**src/rtl/mem_stage_if.sv**
```systemverilog
// EX -> MEM stage bundle: ID/EX control bits and EX datapath results.
interface mem_stage_if;
  logic        ex_valid;
  logic        ex_regwrite;
  logic        ex_mem2reg;
  logic        ex_memread;
  logic        ex_memwrite;
  logic        ex_iszerobranch;
  logic        ex_isunconbranch;
  logic [31:0] ex_alu_result;
  logic        ex_alu_zero;
  logic [31:0] ex_store_data;
  logic [31:0] ex_jump_pc;
  logic [4:0]  ex_write_reg;

  modport master (
    output ex_valid, ex_regwrite, ex_mem2reg, ex_memread, ex_memwrite,
           ex_iszerobranch, ex_isunconbranch, ex_alu_result, ex_alu_zero,
           ex_store_data, ex_jump_pc, ex_write_reg
  );

  modport slave (
    input  ex_valid, ex_regwrite, ex_mem2reg, ex_memread, ex_memwrite,
           ex_iszerobranch, ex_isunconbranch, ex_alu_result, ex_alu_zero,
           ex_store_data, ex_jump_pc, ex_write_reg
  );
endinterface

```
**src/rtl/mem_stage.sv**
```systemverilog
// Pipeline MEM stage: EX/MEM register, word-addressed data memory, MEM/WB register.
// Optional alignment checking is enabled with `define MEM_ALIGN_CHECK_EN.
module mem_stage #(
  parameter int unsigned DEPTH = 64,
  parameter int unsigned AW    = 6
) (
  input  logic        clk,
  input  logic        nreset,
  mem_stage_if.slave  ex,
  output logic        pcsrc,
  output logic [31:0] jump_pc,
  output logic        exmem_regwrite,
  output logic [4:0]  exmem_write_reg,
  output logic [31:0] exmem_alu_result,
  output logic        memwb_regwrite,
  output logic [4:0]  memwb_write_reg,
  output logic [31:0] write_reg_data,
  output logic        misalign_err
);

  localparam int unsigned DW = 32;
  localparam int unsigned RW = 5;
  localparam logic [RW-1:0] XZR = RW'(31);

  // EX/MEM register
  logic          em_regwrite, em_mem2reg, em_memread, em_memwrite;
  logic          em_iszerobranch, em_isunconbranch, em_alu_zero;
  logic [DW-1:0] em_alu_result, em_store_data, em_jump_pc;
  logic [RW-1:0] em_write_reg;

  // MEM/WB register
  logic          wb_regwrite, wb_mem2reg;
  logic [RW-1:0] wb_write_reg;
  logic [DW-1:0] wb_alu_result, wb_load_data;

  logic [DW-1:0] mem [DEPTH];
  logic [AW-1:0] idx_c;
  logic          misalign_c;
  logic          mem_we_c;

  assign idx_c = em_alu_result[AW+1:2];

`ifdef MEM_ALIGN_CHECK_EN
  logic misalign_q;

  assign misalign_c = (em_memread | em_memwrite) & (em_alu_result[1:0] != 2'b00);

  // Sticky until reset so software can poll after the fact.
  always_ff @(posedge clk or negedge nreset) begin
    if (!nreset)         misalign_q <= 1'b0;
    else if (misalign_c) misalign_q <= 1'b1;
  end

  assign misalign_err = misalign_q;
`else
  assign misalign_c   = 1'b0;
  assign misalign_err = 1'b0;
`endif

  // Gating on nreset drops a store that is in flight when reset asserts.
  assign mem_we_c = em_memwrite & ~misalign_c & nreset;

  always_ff @(posedge clk) begin
    if (mem_we_c) mem[idx_c] <= em_store_data;
  end

  always_ff @(posedge clk or negedge nreset) begin
    if (!nreset) begin
      em_regwrite      <= 1'b0;
      em_mem2reg       <= 1'b0;
      em_memread       <= 1'b0;
      em_memwrite      <= 1'b0;
      em_iszerobranch  <= 1'b0;
      em_isunconbranch <= 1'b0;
      em_alu_zero      <= 1'b0;
      em_alu_result    <= '0;
      em_store_data    <= '0;
      em_jump_pc       <= '0;
      em_write_reg     <= '0;
    end else begin
      // Bubble: an invalid slot carries its data but never its control bits.
      em_regwrite      <= ex.ex_valid & ex.ex_regwrite;
      em_mem2reg       <= ex.ex_valid & ex.ex_mem2reg;
      em_memread       <= ex.ex_valid & ex.ex_memread;
      em_memwrite      <= ex.ex_valid & ex.ex_memwrite;
      em_iszerobranch  <= ex.ex_valid & ex.ex_iszerobranch;
      em_isunconbranch <= ex.ex_valid & ex.ex_isunconbranch;
      em_alu_zero      <= ex.ex_alu_zero;
      em_alu_result    <= ex.ex_alu_result;
      em_store_data    <= ex.ex_store_data;
      em_jump_pc       <= ex.ex_jump_pc;
      em_write_reg     <= ex.ex_write_reg;
    end
  end

  // Memory read samples the pre-write word, giving read-before-write on a combined op.
  always_ff @(posedge clk or negedge nreset) begin
    if (!nreset) begin
      wb_regwrite   <= 1'b0;
      wb_mem2reg    <= 1'b0;
      wb_write_reg  <= '0;
      wb_alu_result <= '0;
      wb_load_data  <= '0;
    end else begin
      wb_regwrite   <= em_regwrite & (em_write_reg != XZR);
      wb_mem2reg    <= em_mem2reg;
      wb_write_reg  <= em_write_reg;
      wb_alu_result <= em_alu_result;
      if (em_memread) wb_load_data <= misalign_c ? '0 : mem[idx_c];
    end
  end

  assign pcsrc            = em_isunconbranch | (em_iszerobranch & em_alu_zero);
  assign jump_pc          = em_jump_pc;
  assign exmem_regwrite   = em_regwrite;
  assign exmem_write_reg  = em_write_reg;
  assign exmem_alu_result = em_alu_result;
  assign memwb_regwrite   = wb_regwrite;
  assign memwb_write_reg  = wb_write_reg;
  assign write_reg_data   = wb_mem2reg ? wb_load_data : wb_alu_result;

endmodule
```
**src/flat_wrapper.sv**
```systemverilog
// flat-port wrapper written by rule: the top's interface ports become plain ports
module mem_stage_flat 
#(
  parameter int unsigned DEPTH = 64,
  parameter int unsigned AW    = 6
)
  (clk, nreset, pcsrc, jump_pc, exmem_regwrite, exmem_write_reg, exmem_alu_result, memwb_regwrite, memwb_write_reg, write_reg_data, misalign_err, ex_ex_valid, ex_ex_regwrite, ex_ex_mem2reg, ex_ex_memread, ex_ex_memwrite, ex_ex_iszerobranch, ex_ex_isunconbranch, ex_ex_alu_result, ex_ex_alu_zero, ex_ex_store_data, ex_ex_jump_pc, ex_ex_write_reg);
  mem_stage_if ex_i ();
  input  logic clk;
  input  logic nreset;
  output logic pcsrc;
  output logic [31:0] jump_pc;
  output logic exmem_regwrite;
  output logic [4:0] exmem_write_reg;
  output logic [31:0] exmem_alu_result;
  output logic memwb_regwrite;
  output logic [4:0] memwb_write_reg;
  output logic [31:0] write_reg_data;
  output logic misalign_err;
  input wire logic [$bits(ex_i.ex_valid)-1:0] ex_ex_valid;
  input wire logic [$bits(ex_i.ex_regwrite)-1:0] ex_ex_regwrite;
  input wire logic [$bits(ex_i.ex_mem2reg)-1:0] ex_ex_mem2reg;
  input wire logic [$bits(ex_i.ex_memread)-1:0] ex_ex_memread;
  input wire logic [$bits(ex_i.ex_memwrite)-1:0] ex_ex_memwrite;
  input wire logic [$bits(ex_i.ex_iszerobranch)-1:0] ex_ex_iszerobranch;
  input wire logic [$bits(ex_i.ex_isunconbranch)-1:0] ex_ex_isunconbranch;
  input wire logic [$bits(ex_i.ex_alu_result)-1:0] ex_ex_alu_result;
  input wire logic [$bits(ex_i.ex_alu_zero)-1:0] ex_ex_alu_zero;
  input wire logic [$bits(ex_i.ex_store_data)-1:0] ex_ex_store_data;
  input wire logic [$bits(ex_i.ex_jump_pc)-1:0] ex_ex_jump_pc;
  input wire logic [$bits(ex_i.ex_write_reg)-1:0] ex_ex_write_reg;
  assign ex_i.ex_valid = ex_ex_valid;
  assign ex_i.ex_regwrite = ex_ex_regwrite;
  assign ex_i.ex_mem2reg = ex_ex_mem2reg;
  assign ex_i.ex_memread = ex_ex_memread;
  assign ex_i.ex_memwrite = ex_ex_memwrite;
  assign ex_i.ex_iszerobranch = ex_ex_iszerobranch;
  assign ex_i.ex_isunconbranch = ex_ex_isunconbranch;
  assign ex_i.ex_alu_result = ex_ex_alu_result;
  assign ex_i.ex_alu_zero = ex_ex_alu_zero;
  assign ex_i.ex_store_data = ex_ex_store_data;
  assign ex_i.ex_jump_pc = ex_ex_jump_pc;
  assign ex_i.ex_write_reg = ex_ex_write_reg;
  mem_stage #(.DEPTH(DEPTH), .AW(AW)) u_core (.clk(clk), .nreset(nreset), .ex(ex_i), .pcsrc(pcsrc), .jump_pc(jump_pc), .exmem_regwrite(exmem_regwrite), .exmem_write_reg(exmem_write_reg), .exmem_alu_result(exmem_alu_result), .memwb_regwrite(memwb_regwrite), .memwb_write_reg(memwb_write_reg), .write_reg_data(write_reg_data), .misalign_err(misalign_err));
endmodule
```
**config.mk**
```make
export PLATFORM = sky130hd
export DESIGN_NAME = mem_stage_flat
export DESIGN_NICKNAME = d
export VERILOG_FILES = /design/src/rtl/mem_stage_if.sv /design/src/rtl/mem_stage.sv /design/src/flat_wrapper.sv
export SDC_FILE = /design/constraint.sdc
export NUM_CORES = 2
export LEC_CHECK = 0
export ABC_AREA = 1
export BUFFER_PORTS_ARGS = -buffer_cell sky130_fd_sc_hd__buf_4
export CORE_MARGIN = 4
export CORE_UTILIZATION = 50
export CTS_BUF_LIST = sky130_fd_sc_hd__clkbuf_2 sky130_fd_sc_hd__clkbuf_4 sky130_fd_sc_hd__clkbuf_8
export DETAILED_ROUTE_END_ITERATION = 12
export PLACE_DENSITY = 0.75
export SLEW_MARGIN = 20
export SYNTH_ARGS = -nofsm -noshare
export SYNTH_HDL_FRONTEND = slang
export SYNTH_SLANG_ARGS = --single-unit
```
**constraint.sdc**
```tcl
create_clock -name clk -period 4 [get_ports clk]
set_clock_uncertainty 0.1 [all_clocks]
set_input_delay 0.8 -clock clk [delete_from_list [all_inputs] [get_ports clk]]
set_output_delay 0.8 -clock clk [all_outputs]
set_load 0.005 [all_outputs]
```
# After elaboration in Yosys (flattened, before gate mapping)
# Memory sizes are Yosys's and may differ from the RTL's. A register that Yosys moved wholly into a read port is not among the register bits.
# Index checks and enable logic that the tools add are counted.
[op_classes]
n_addsub = 0
n_lt_le_gt_ge = 0
div_mod_pow = 0
n_mul = 0
n_reduce_logical = 1
eq_ne = 1
n_shift = 0
muxes = 3
n_bitwise = 10
[op_table]
columns = ["operator", "count"]
rows = [
  ["two-way mux 32 bit", 1],
  ["AND 1 bit", 9],
  ["!= test 5 bit, second input constant", 1],
  ["two-way mux 1 bit", 2],
  ["logical NOT 1 bit", 1],
  ["OR 1 bit", 1],
]
[totals]
ram_bits = 2048
latchBits = 0
romBits = 0
memories = 1
in_bits = 111
register_bits = 147
[mem_list]
columns = ["memory", "depth", "width", "read_ports", "rd_clocked_by_memory_dff", "wr", "line", "rtl"]
rows = [
  ["u_core.mem", 64, 32, 1, 1, 1, "mem_stage.sv:36", "logic [DW-1:0] mem [DEPTH];"],
]

# Logic depth before layout (Yosys ltp)
[logic_depth]
ltp_word = 3
depth_mapped = 17
depth_no_buf = 13

# Worst setup path after synthesis
# No wires, ideal clock.
[synth_path]
path_kind = "flip-flop to flip-flop"
start = "reg u_core.em_alu_result[5] (netlist: u_core.exmem_alu_result[5])"
end = "mem u_core.mem[0][0], enable pin"
required_time_ns = 3.479
stages_incl_launch_ff = 5
arrival_ns = 2.700
setup_ns = 0.421
path_buffers = 1
setup_slack_ns = 0.779
cell_sequence = "dfrtp_1 > nor3_1 > clkbuf_1 > inv_1 > nor2_1"
[synth_lines]
columns = ["element", "line", "rtl"]
rows = [
  ["from (decl)", "mem_stage.sv:28", "logic [DW-1:0] em_alu_result, em_store_data, em_jump_pc;"],
  ["from (signal assigned)", "mem_stage.sv:89", "em_alu_result <= ex.ex_alu_result;"],
  ["to (decl)", "mem_stage.sv:36", ""],
]
# Straight into the memory's write port.

# Worst setup path in the final report
[layout_path]
start = "reg u_core.wb_mem2reg"
end = "out write_reg_data[1]"
[layout_via]
elab_chain_cells = 1
[layout_rtl]
columns = ["element", "line", "rtl"]
rows = [
  ["from (decl)", "mem_stage.sv:32", "logic wb_regwrite, wb_mem2reg;"],
  ["from (signal assigned)", "mem_stage.sv:106", "wb_mem2reg <= em_mem2reg;"],
  ["two-way mux 32 bit", "mem_stage.sv:120", "assign write_reg_data = wb_mem2reg ? wb_load_data : wb_alu_result;"],
  ["to (decl)", "flat_wrapper.sv:18", "output logic [31:0] write_reg_data;"],
]
# Every way passes these cells.

==> reports/qor.txt <==
=====================================================================================
Post-Synthesis Net Count                                                        8,931
Hold-fix buffer count after cts                                                   115
Routed via count                                                                64.4k
Number of flops mapped to enable cells by yosys                                 2,048
CP max-delay cell                                                             dfrtp_2
Count of buffers from port buffering                                              219
Share of async-settable or async-resettable flops after synthesis               8.04%
Post-cts repair resize count                                                        0
Last weighted congestion value of the routability-driven placer                 0.930
Std cell rows                                                                     156
Tightest Hold Check Type                                                 input pin to asynchronous set/reset pin
Final routed wire length divided by cell count                                21.8 um
Internal Dissipation                                                        36,900 uW
Mapped Cells                                                                    8,820
Commonest cells after routing, fill and taps aside                       5,745 x nand2_1, 2,048 x edfxtp_1, 387 x clkbuf_8, 376 x buf_4, 143 x dfrtp_1
Run status                                                               finished, final reports clean
Worst slew margin relative to its limit                                         23.1%
Reg2Reg Setup Slack                                                            680 ps
Post-synth top flop                                                          edfxtp_1
Unique masters post-synth                                                          26
Synth Cell Area                                                           91,200 um^2
Kind of critical path                                                    register to primary output
Final period demand of the worst path                                         3810 ps
Half-perimeter wire length of the detailed placement result                144,000 um
Count of final setup violators                                                      0
Post-synthesis to final-layout area growth                                      14.8%
First-pass GRT wire length                                                 384,000 um
Number of flip-flops in the largest register                                    2,048
Slew @ Worst Pin                                                              1150 ps
Yosys reg bits                                                                  2,227
Portion of the post-synthesis area used by sequential elements                  72.3%
Worst path arrival time                                                       2910 ps
Vias in the first global route                                                  62.1k
Clock tree from TritonCTS                                                        done
Residual DRC                                                                        0
Chip Width                                                                     435 um
ANT nets after route                                                                0
Vias per std cell                                                                5.40
Top reg by flops                                                           u_core.mem
Maximum number of pins on one net before global-route repair                      164
Standby leakage power                                                       0.0445 uW
Initial Util                                                                    50.4%
Ratio of final minimum period to clock period                                   95.3%
Required time of the worst setup path                                         3100 ps
Clk network pwr share                                                           39.8%
First-pass detailed-route iteration total                                           6
Number of slew-limit violations in the final report                                 0
Most frequent standard cell in the layout excluding fill and tap cells        nand2_1
Part of the power in registers                                                  54.0%
Height of the chip                                                             435 um
CTS Root Buffer Type                                                         clkbuf_8
Worst r2r path cells                                                               15
Mean Syn Cell Area                                                          10.3 um^2
Warnings from Yosys                                                                 0
CP Capture Type                                                          primary output
Area of the die                                                          189,000 um^2
Number of buffers inserted during clock tree synthesis                            359
Worst-path clk slew                                                             80 ps
Cell-by-cell listing of the critical path                                nor2_1, a21oi_1, buf_4
Reported net switching power                                                11,200 uW
Worst ir drop on vdd                                                           384 uV
Global router's overall resource usage                                          26.9%
Initial antenna violation count                                                     9
Longest individual stage delay on the worst path                               810 ps
Placeable core area                                                      181,000 um^2
Highest attainable clock frequency                                          0.262 GHz
Final Net Count                                                                 9,399
Setup TNS                                                                        0 ps
Iteration-0 DRC Markers                                                         8,038
Combinational Power Share                                                        6.2%
Total Routed Length                                                        260,000 um
Top-level I/O count                                                               221
Startpoint type of the worst setup path                                      register
Power per standard cell area                                              459 nW/um^2
Placed cells                                                                    11.2k
Post-route insts no fill                                                        11.9k
Count of H-tree levels built during CTS                                             5
Max FO, Critical Path                                                              25
Number of buffers on the longest clock path                                         4
CTS sink cnt                                                                    2,227
RSZ-0062 raised after global routing                                               no
Clock latency on the worst-skew pair                                          1080 ps
Hold Fails Final Rpt                                                                0
Fraction of final layout cells with drive strength greater than 1               11.5%
Congestion Overflow GR                                                              0
Post-CTS Setup Inserts                                                              0
Max cap viols                                                                       0
Fraction of power spent switching nets                                          23.3%
=====================================================================================
==> power groups by stage <==
stage               clock network [uW]  registers (uW)  logic (uW)
floorplan                            0           26200        1570
global placement                     0           26400        2760
detailed placement                   0           26400        2810
CTS                              19200           25900        2930
global route                     20400           25900        3240
finish                           19100           25900        2980
==> metal layers <==
metal	track usage (%)	part of all wire (%)	up-vias
met5	0.0504	0.011	-
met4	16.0	6.4	4
met3	5.57	11	646
met2	42.2	46	3927
met1	34.7	36	30508
li1	-	-	29353
==> cell type report <==
cell class | count | area, um^2
fillers | 14137 | 76400
flip-flops and latches | 2227 | 66100
well taps | 2370 | 2970
inverters | 123 | 484
multi-input cells | 6036 | 23400
repair buffers | 541 | 4970
diodes | 4 | 10.0
clock buffers | 524 | 6350
clock inverters | 99 | 556
==> kinds of logic (layout without fill, tap and decap cells) <==
kind of cell / count (synthesis) / in the layout / share of synthesized area, %
AO/OA/AOI/OAI: 58 / 58 / 0.346
buffers and inverters: 557 / 1287 / 2.62
flip-flops: 2227 / 2227 / 72.3
multiplexers: 1 / 1 / 0.0123
other: 1 / 5 / 0.00411
AND/OR/NAND/NOR: 5976 / 5976 / 24.7
==> synth_stat cells (all sizes together) (2+ instances only) <==
cell type,number,share of area [%]
clkinv,2,0.0082
nand2,5745,24
a21oi,39,0.21
o21ai,9,0.049
inv,121,0.50
buf,249,1.4
or2,3,0.021
o211ai,8,0.066
nand3,44,0.24
clkbuf,185,0.76
dfrtp,179,4.9
nor3,4,0.022
nor2,179,0.74
edfxtp,2048,67
==> metrics by stage <==
stage | hold WS (ps) | setup WS (ps) | utilization, % | area (um^2) | power, uW
floorplan | 231 | 779 | - | 91200 | 27800
global placement | 237 | 879 | 53.4 | 96700 | 29200
detailed placement | 237 | 868 | 53.4 | 96700 | 29200
CTS | 1.45 | 208 | 57.8 | 105000 | 48100
global route | 86.0 | 134 | 57.8 | 105000 | 49600
finish | 111 | 187 | 57.8 | 105000 | 48100
==> final timing paths <==
| check | to | start |
|---|---|---|
| setup reg to reg | u_core.wb_load_data[20]$_DFFE_PN0P_ | u_core.exmem_alu_result[2]$_DFF_PN0_ |
| max in group asynchronous | u_core.exmem_alu_result[3]$_DFF_PN0_ | nreset |
| hold / removal | u_core.em_store_data[30]$_DFF_PN0_ | nreset |
| setup / recovery | write_reg_data[1] | u_core.wb_mem2reg$_DFF_PN0_ |
| hold reg to reg | u_core.wb_alu_result[13]$_DFF_PN0_ | u_core.exmem_alu_result[13]$_DFF_PN0_ |
| min in group clk | u_core.wb_alu_result[13]$_DFF_PN0_ | u_core.exmem_alu_result[13]$_DFF_PN0_ |
==> worst max-delay path, delay by kind of cell (launching register included) <==
family          cells  cell delay (ps)
compound gates      1              680
buf+inv             1              240
flops               1              810
simple gates        1              140
(Power assumes the default switching activity.)
